[config.mk]
export PLATFORM = sky130hd
export DESIGN_NAME = gpio_logic_array
export DESIGN_NICKNAME = d
export VERILOG_FILES = /design/src/rtl/gpio_logic_array_pkg.sv /design/src/rtl/gpio_logic_array_channel.sv /design/src/rtl/gpio_logic_array.sv
export SDC_FILE = /design/constraint.sdc
export NUM_CORES = 1
export LEC_CHECK = 0
export BUFFER_PORTS_ARGS = -buffer_cell sky130_fd_sc_hd__buf_2
export CAP_MARGIN = 5
export CORE_MARGIN = 2
export CORE_UTILIZATION = 60
export CTS_BUF_LIST = sky130_fd_sc_hd__clkbuf_4 sky130_fd_sc_hd__clkbuf_8
export CTS_CLUSTER_SIZE = 24
export DETAILED_ROUTE_END_ITERATION = 6
export GPL_ROUTABILITY_DRIVEN = 0
export MAX_ROUTING_LAYER = met4
export PLACE_DENSITY = 0.83
export SLEW_MARGIN = 5
export SYNTH_ARGS = -nofsm -noshare
export SYNTH_HDL_FRONTEND = slang
export SYNTH_SLANG_ARGS = --single-unit
[constraint.sdc]
create_clock -name clk -period 2.1 [get_ports clk]
set_input_delay 0 -clock clk [delete_from_list [all_inputs] [get_ports clk]]
set_output_delay 0 -clock clk [all_outputs]
set_load 0.1 [all_outputs]
[src/rtl/gpio_logic_array_pkg.sv]
// gpio_logic_array_pkg: channel config field layout and op encodings
package gpio_logic_array_pkg;
    localparam int CFG_BITS = 4;
    localparam int EN_BIT = 3;
    localparam int OP_MSB = 2;
    localparam int OP_LSB = 0;
    typedef enum logic [2:0] {
        OP_AND    = 3'd0,
        OP_OR     = 3'd1,
        OP_XOR    = 3'd2,
        OP_NAND   = 3'd3,
        OP_NOR    = 3'd4,
        OP_XNOR   = 3'd5,
        OP_TOGGLE = 3'd6,
        OP_SR     = 3'd7
    } op_e;
    function automatic logic comb_op(op_e op, logic a, logic b);
        return op == OP_AND  ? a & b :
               op == OP_OR   ? a | b :
               op == OP_XOR  ? a ^ b :
               op == OP_NAND ? ~(a & b) :
               op == OP_NOR  ? ~(a | b) :
               op == OP_XNOR ? ~(a ^ b) : 1'b0;
    endfunction
endpackage

[src/rtl/gpio_logic_array_channel.sv]
// gpio_logic_channel: pad sync, edge detect and stateful logic op for one channel
module gpio_logic_channel
    import gpio_logic_array_pkg::*;
#(
    parameter int SYNC_STAGES = 2
) (
    input  logic                clk,
    input  logic                rst,
    input  logic                a_i,
    input  logic                b_i,
    input  logic [CFG_BITS-1:0] cfg_i,
    input  logic                clr_i,
    output logic                out_o,
    output logic                oeb_o
);
    logic [SYNC_STAGES-1:0] a_sync_q, b_sync_q;
    logic a_s, b_s, a_prev_q, out_q, out_d, en;
    op_e op;
    assign a_s = a_sync_q[SYNC_STAGES-1];
    assign b_s = b_sync_q[SYNC_STAGES-1];
    assign en = cfg_i[EN_BIT];
    assign op = op_e'(cfg_i[OP_MSB:OP_LSB]);
    always_comb begin
        out_d = (!en || clr_i)   ? 1'b0 :
                op == OP_TOGGLE ? out_q ^ (a_s & ~a_prev_q & b_s) :
                op == OP_SR     ? a_s | (~b_s & out_q) :
                                  comb_op(op, a_s, b_s);
    end
    always_ff @(posedge clk) begin
        if (rst) begin
            a_sync_q <= '0;
            b_sync_q <= '0;
            a_prev_q <= 1'b0;
            out_q    <= 1'b0;
        end else begin
            a_sync_q <= {a_sync_q[SYNC_STAGES-2:0], a_i};
            b_sync_q <= {b_sync_q[SYNC_STAGES-2:0], b_i};
            a_prev_q <= a_s;
            out_q    <= out_d;
        end
    end
    assign out_o = out_q;
    assign oeb_o = ~en;
endmodule

[src/rtl/gpio_logic_array.sv]
// gpio_logic_array: serially configured array of per-channel pad logic functions
module gpio_logic_array
    import gpio_logic_array_pkg::*;
#(
    parameter int NCH = 8,
    parameter int SYNC_STAGES = 2
) (
    input  logic           clk,
    input  logic           rst,
    input  logic [NCH-1:0] a,
    input  logic [NCH-1:0] b,
    input  logic           cfg_en,
    input  logic           cfg_din,
    input  logic           cfg_load,
    output logic           cfg_ready,
    output logic [NCH-1:0] out,
    output logic [NCH-1:0] out_oeb
);
    localparam int W = CFG_BITS * NCH;
    localparam int CW = $clog2(W + 1);
    logic [W-1:0] shadow_q, shadow_d, active_q, active_d;
    logic [CW-1:0] cnt_q, cnt_d;
    logic commit;
    assign cfg_ready = cnt_q == CW'(W);
    assign commit = cfg_load && cfg_ready;
    always_comb begin
        shadow_d = cfg_en ? {shadow_q[W-2:0], cfg_din} : shadow_q;
        active_d = commit ? shadow_q : active_q;
        cnt_d = commit                  ? CW'(cfg_en) :
                (cfg_en && !cfg_ready) ? cnt_q + CW'(1) : cnt_q;
    end
    always_ff @(posedge clk) begin
        if (rst) begin
            shadow_q <= '0;
            active_q <= '0;
            cnt_q    <= '0;
        end else begin
            shadow_q <= shadow_d;
            active_q <= active_d;
            cnt_q    <= cnt_d;
        end
    end
    for (genvar i = 0; i < NCH; i++) begin : g_ch
        gpio_logic_channel #(.SYNC_STAGES(SYNC_STAGES)) u_ch (
            .clk   (clk),
            .rst   (rst),
            .a_i   (a[i]),
            .b_i   (b[i]),
            .cfg_i (active_q[i*CFG_BITS +: CFG_BITS]),
            .clr_i (commit && shadow_q[i*CFG_BITS +: CFG_BITS] != active_q[i*CFG_BITS +: CFG_BITS]),
            .out_o (out[i]),
            .oeb_o (out_oeb[i])
        );
    end
endmodule

# Word level (Yosys, flattened, before mapping)
# Index checks and enable logic that the tools add are counted.
op_classes:
  n_addsub: 1
  n_eq_ne: 65
  muxes: 66
  bitwise: 112
  n_reduce_logical: 45
ops:
  columns: ["operator", "n"]
  rows:
  - ["$eq A3 B3 Y1 const B", 32]
  - ["$mux W1", 66]
  - ["$eq A3 B2 Y1 const B", 16]
  - ["$not A1 Y1", 48]
  - ["$and A1 B1 Y1", 32]
  - ["$ne A4 B4 Y1", 8]
  - ["$eq A3 B1 Y1 const B", 8]
  - ["$logic_not A3 Y1", 8]
  - ["$reduce_or A2 Y1", 9]
  - ["$or A1 B1 Y1", 16]
  - ["$xor A1 B1 Y1", 16]
  - ["$logic_and A1 B1 Y1", 10]
  - ["$logic_not A1 Y1", 9]
  - ["$logic_or A1 B1 Y1", 8]
  - ["$add A6 B1 Y6 const B", 1]
  - ["$eq A6 B6 Y1 const B", 1]
  - ["$reduce_bool A2 Y1", 1]
totals:
  ff_bits: 118
  input_bits: 21
  out_inout_bits: 17

# Logic depth before layout (Yosys ltp)
depth:
  depth_word: 10
  depth_mapped: 8

# Hierarchy
# From an unflattened synthesis, not the netlist that was laid out.
unflattened:
  cells_unflattened: 581
  hier_area_um2: 5358.9
modules_own_cells:
  columns: ["mod", "instances", "cells_each", "area_each_um2"]
  rows:
  - ["gpio_logic_array", 1, 333, 3086.7]
  - ["gpio_logic_channel", 8, 31, 284.0]

# Worst setup path after synthesis
# No wires, ideal clock.
synth_timing:
  kind: "register -> register"
  startpoint: "register cnt_q[0]"
  endpoint: "register active_q[10]"
  arrival_ps: 1339
  required_time_ps: 1957
  setup_slack_ps: 618
  stages_incl_launch_ff: 9
  path_cell_list: "dfxtp_1 > inv_1 > ha_1 > and4bb_4 > and2_4 > buf_12 > buf_12 > nand2_2 > a21oi_2"
synth_between:
  elab_chain_len: 2
synth_lines:
  columns: ["element", "line", "text"]
  rows:
  - ["start: declaration", "gpio_logic_array.sv:22", "logic [CW-1:0] cnt_q, cnt_d;"]
  - ["start signal: assignment", "gpio_logic_array.sv:40", "cnt_q <= cnt_d;"]
  - ["$eq A6 B6 Y1", "gpio_logic_array.sv:24", "assign cfg_ready = cnt_q == CW'(W);"]
  - ["$logic_and A1 B1 Y1", "gpio_logic_array.sv:25", "assign commit = cfg_load && cfg_ready;"]
  - ["end signal: assignment", "gpio_logic_array.sv:39", "active_q <= active_d;"]
  - ["end: declaration", "gpio_logic_array.sv:21", "logic [W-1:0] shadow_q, shadow_d, active_q, active_d;"]
# Every way passes these cells.
# A chain may end at the register's enable or synchronous reset.

# Worst setup path after layout
layout_timing:
  startpoint: "register cnt_q[0]"
  endpoint: "register g_ch[4].u_ch.out_q"
layout_between:
  elab_chain_len: 5
layout_lines:
  columns: ["element", "line", "text"]
  rows:
  - ["$eq A6 B6 Y1", "gpio_logic_array.sv:24", null]
  - ["$logic_and A1 B1 Y1", "gpio_logic_array.sv:25", null]
  - ["$logic_and A1 B1 Y1", "gpio_logic_array.sv:50", ".clr_i (commit && shadow_q[i*CFG_BITS +: CFG_BITS] != active_q[i*CFG_BITS +: CFG_BITS]),"]
  - ["$logic_or A1 B1 Y1", "gpio_logic_array_channel.sv:24", "out_d = (!en || clr_i) ? 1'b0 :"]
  - ["$reduce_or A2 Y1 (no source line)", null, null]
  - ["end signal: assignment", "gpio_logic_array_channel.sv:39", "out_q <= out_d;"]
  - ["end: declaration", "gpio_logic_array_channel.sv:17", "logic a_s, b_s, a_prev_q, out_q, out_d, en;"]
# Every way passes these cells.

==> reports/qor.csv <==
metric,value,unit
setup_viol,0,
syn_area_per_cell,9.32,µm²
cts.clk_slew.worst_paths,0.07,ns
wl_per_cell,13.1,µm
internal_power,0.00371,W
post-dp-hpwl,6280,µm
ir_drop,0.000565,V
synth.distinct_cells,46,
die_w,100,µm
post-route-drc-count,0,
p_seq_share,48.8,%
overflow,0,
min_path_cells,3,
critPathMaxFanout,37,
reg2reg_to,g_ch[4].u_ch.out_o,
ys_seq_elements,118,
worstMarginPinSlew,0.508,ns
grtUsageTotal,21.7,%
switching_share,21.3,%
whs_endpoint,cnt_q[1],
dieArea,0.0100,mm²
clock_skew,0.00906,ns
relSlewSlack,66.4,%
yosysWarnings,0,
via_count,3925,
total_power,0.00471,W
holdCritPathClass,in -> reg,
cts_tree,built,
power_frac_comb,4.9,%
pwr-share-clk,46.3,%
dieHeight,100,µm
start_util,60.8,%
cts.sinks,118,
synth_edf_count,0,
cts_buffer_depth,2,
grt_pass1_wl,16900,µm
max_freq,564,MHz
timing.final.crit_share,84.4,%
seq_area_frac_synth,42.7,%
synth.net_count,633,
drv_cap,0,
r2r_start,cnt_q[0],
setup.worst_path.class,reg -> reg,
yosys.area.top_type_share,42.7,%
ios,38,
synth_area_leaders,"dfxtp_1, mux2i_1, ha_1",
final_common_cell,dfxtp_1,
cts_resized,0,
postCtsSetupBuffers,0,
grt_pass1_vias,3965,
clkLatencyLatePin,0.43,ns
coreArea,0.00911,mm²
htreeDepth,4,
rsz0062_at_grt,no,
p_sw,0.00100,W
min_from,cfg_en,
p_leak,2.31,nW
grt_antenna_before_repair,0,
drt_iter0_drc,129,
power.density,764,mW/mm²
viasPerCell,5.29,
cts_buffers,17,
syn2layout_area_growth,11.5,%
ys_async_sr_fraction,0,%
n_fill_cell,708,
cp.arrival,2.08,ns
placedInstanceArea,0.00555,mm²
post-route-cell-area,0.00617,mm²
worst-r2r-setup-slack,0.33,ns
synth.cell_area,0.00553,mm²
hold_violations,0,
status,"finished, final reports clean",
netlist.top_cell.by_area,dfxtp_1,
drt_first_pass_iters,4,
tns,0,ns
min_period,1.77,ns
cts_root_buf,clkbuf_8,
row_count,35,
synthCells,594,
mostFrequentLayoutCells,"dfxtp_1, nand2_1, nor2_1, mux2i_1",
ys.flop_type,dfxtp_1,
diodes,0,
drtAntennaViolNets,0,
drive_gt1_share,20.6,%
nets,658,
port_buffers,37,
routed_wl,9750,µm
cp.required,2.41,ns
critical_path.startpoint_type,register,
grt_max_degree,43,
slew_viol_final,0,
worstSetupEndpointType,register,
reg2regPathDepth,6,
-- timing repair --
action                                  4_1_cts  5_1_grt
endpoints found under the setup margin        0        0
hold buffers                                 20        0
endpoints found under the hold margin        28        0
-- flip-flops by register name, indices dropped and copies added, names as in the netlist --
signal and flops:
cnt_q 6, g_ch.u_ch.a_sync_q 16, g_ch.u_ch.out_o 8, active_q 32
g_ch.u_ch.a_prev_q 8, g_ch.u_ch.b_sync_q 16, shadow_q 32
-- worst max-delay path, cell delays in order, from the launching register on --
cell and delay (ns):
dfxtp_1 0.39, inv_1 0.08, ha_1 0.21, and4bb_4 0.21
nand2_4 0.32, a41oi_1 0.08, a2111oi_0 0.35
-- logic make-up (layout without fill, tap and decap cells) --
| family | Yosys count | after routing | share of synthesized area (%) |
|---|---|---|---|
| buffers and inverters | 85 | 122 | 8.70 |
| XOR/XNOR | 27 | 27 | 4.27 |
| multiplexers | 52 | 52 | 9.50 |
| AO/OA/AOI/OAI | 89 | 89 | 12.2 |
| adder cells (fa/ha/maj) | 18 | 18 | 4.07 |
| flip-flops | 118 | 118 | 42.7 |
| AND/OR/NAND/NOR | 205 | 205 | 18.6 |
-- stage by stage --
stage | hold slack, ns | cells | utilization [%] | setup slack [ns]
after global placement | 0.205 | 691 | 60.9 | 0.426
final | 0.0982 | 742 | 67.7 | 0.327
after CTS | 0.0634 | 742 | 67.7 | 0.316
after floorplan | 0.128 | 594 | - | 0.618
after detailed placement | 0.213 | 691 | 60.9 | 0.281
after global routing | 0.0896 | 742 | 67.7 | 0.169
-- metal layers --
| metal | part of all wire, % | vias to the layer above | global-route usage (%) |
|---|---|---|---|
| li1 | - | 2005 | - |
| met1 | 45 | 1843 | 23.4 |
| met2 | 50 | 54 | 37.3 |
| met3 | 2.9 | 23 | 5.78 |
| met4 | 1.8 | 0 | 10.0 |
| met5 | 0 | - | - |
-- worst max-delay path by stage --
stage          cells past startpoint  startpoint                  to  slack [ns]
6_report                           6    cnt_q[0]  g_ch[4].u_ch.out_o        0.33
5_1_grt                            6    cnt_q[0]  g_ch[3].u_ch.out_o        0.17
4_1_cts                            6    cnt_q[0]  g_ch[3].u_ch.out_o        0.32
3_5_place_dp                       6    cnt_q[0]  g_ch[4].u_ch.out_o        0.28
3_3_place_gp                       6    cnt_q[0]  g_ch[4].u_ch.out_o        0.43
2_1_floorplan                      8    cnt_q[0]        active_q[10]        0.62
-- power by group through the flow --
stage	clock (W)	sequential, W	combinational (W)
6_report	0.00218	0.00230	0.000230
5_1_grt	0.00233	0.00230	0.000258
4_1_cts	0.00224	0.00230	0.000232
3_3_place_gp	0	0.00235	0.000190
3_5_place_dp	0	0.00235	0.000202
2_1_floorplan	0	0.00234	0.000150
-- synth_stat cells (all sizes together) (4+ instances only) --
library cell	count
nand2	77
inv	27
ha	18
nand2b	12
mux2i	48
nor3	4
mux2	4
buf	41
nand3	4
o311ai	4
a21oi	44
nor2	56
o21ai	8
a2111oi	4
nor2b	37
clkbuf	17
o2111a	4
o211ai	4
nor4	4
xnor2	24
a41oi	8
o22ai	4
dfxtp	118
a211oi	4
-- final cells by class --
type / instances / area, µm² / area share, %
Tap cell: 111 / 139 / 2.25
Clock inverter: 8 / 121 / 1.97
Sequential cell: 118 / 2360 / 38.3
Timing Repair Buffer: 64 / 453 / 7.34
Multi-Input combinational cell: 391 / 2690 / 43.6
Inverter: 27 / 101 / 1.64
Clock buffer: 23 / 304 / 4.93
(Power assumes the default switching activity.)
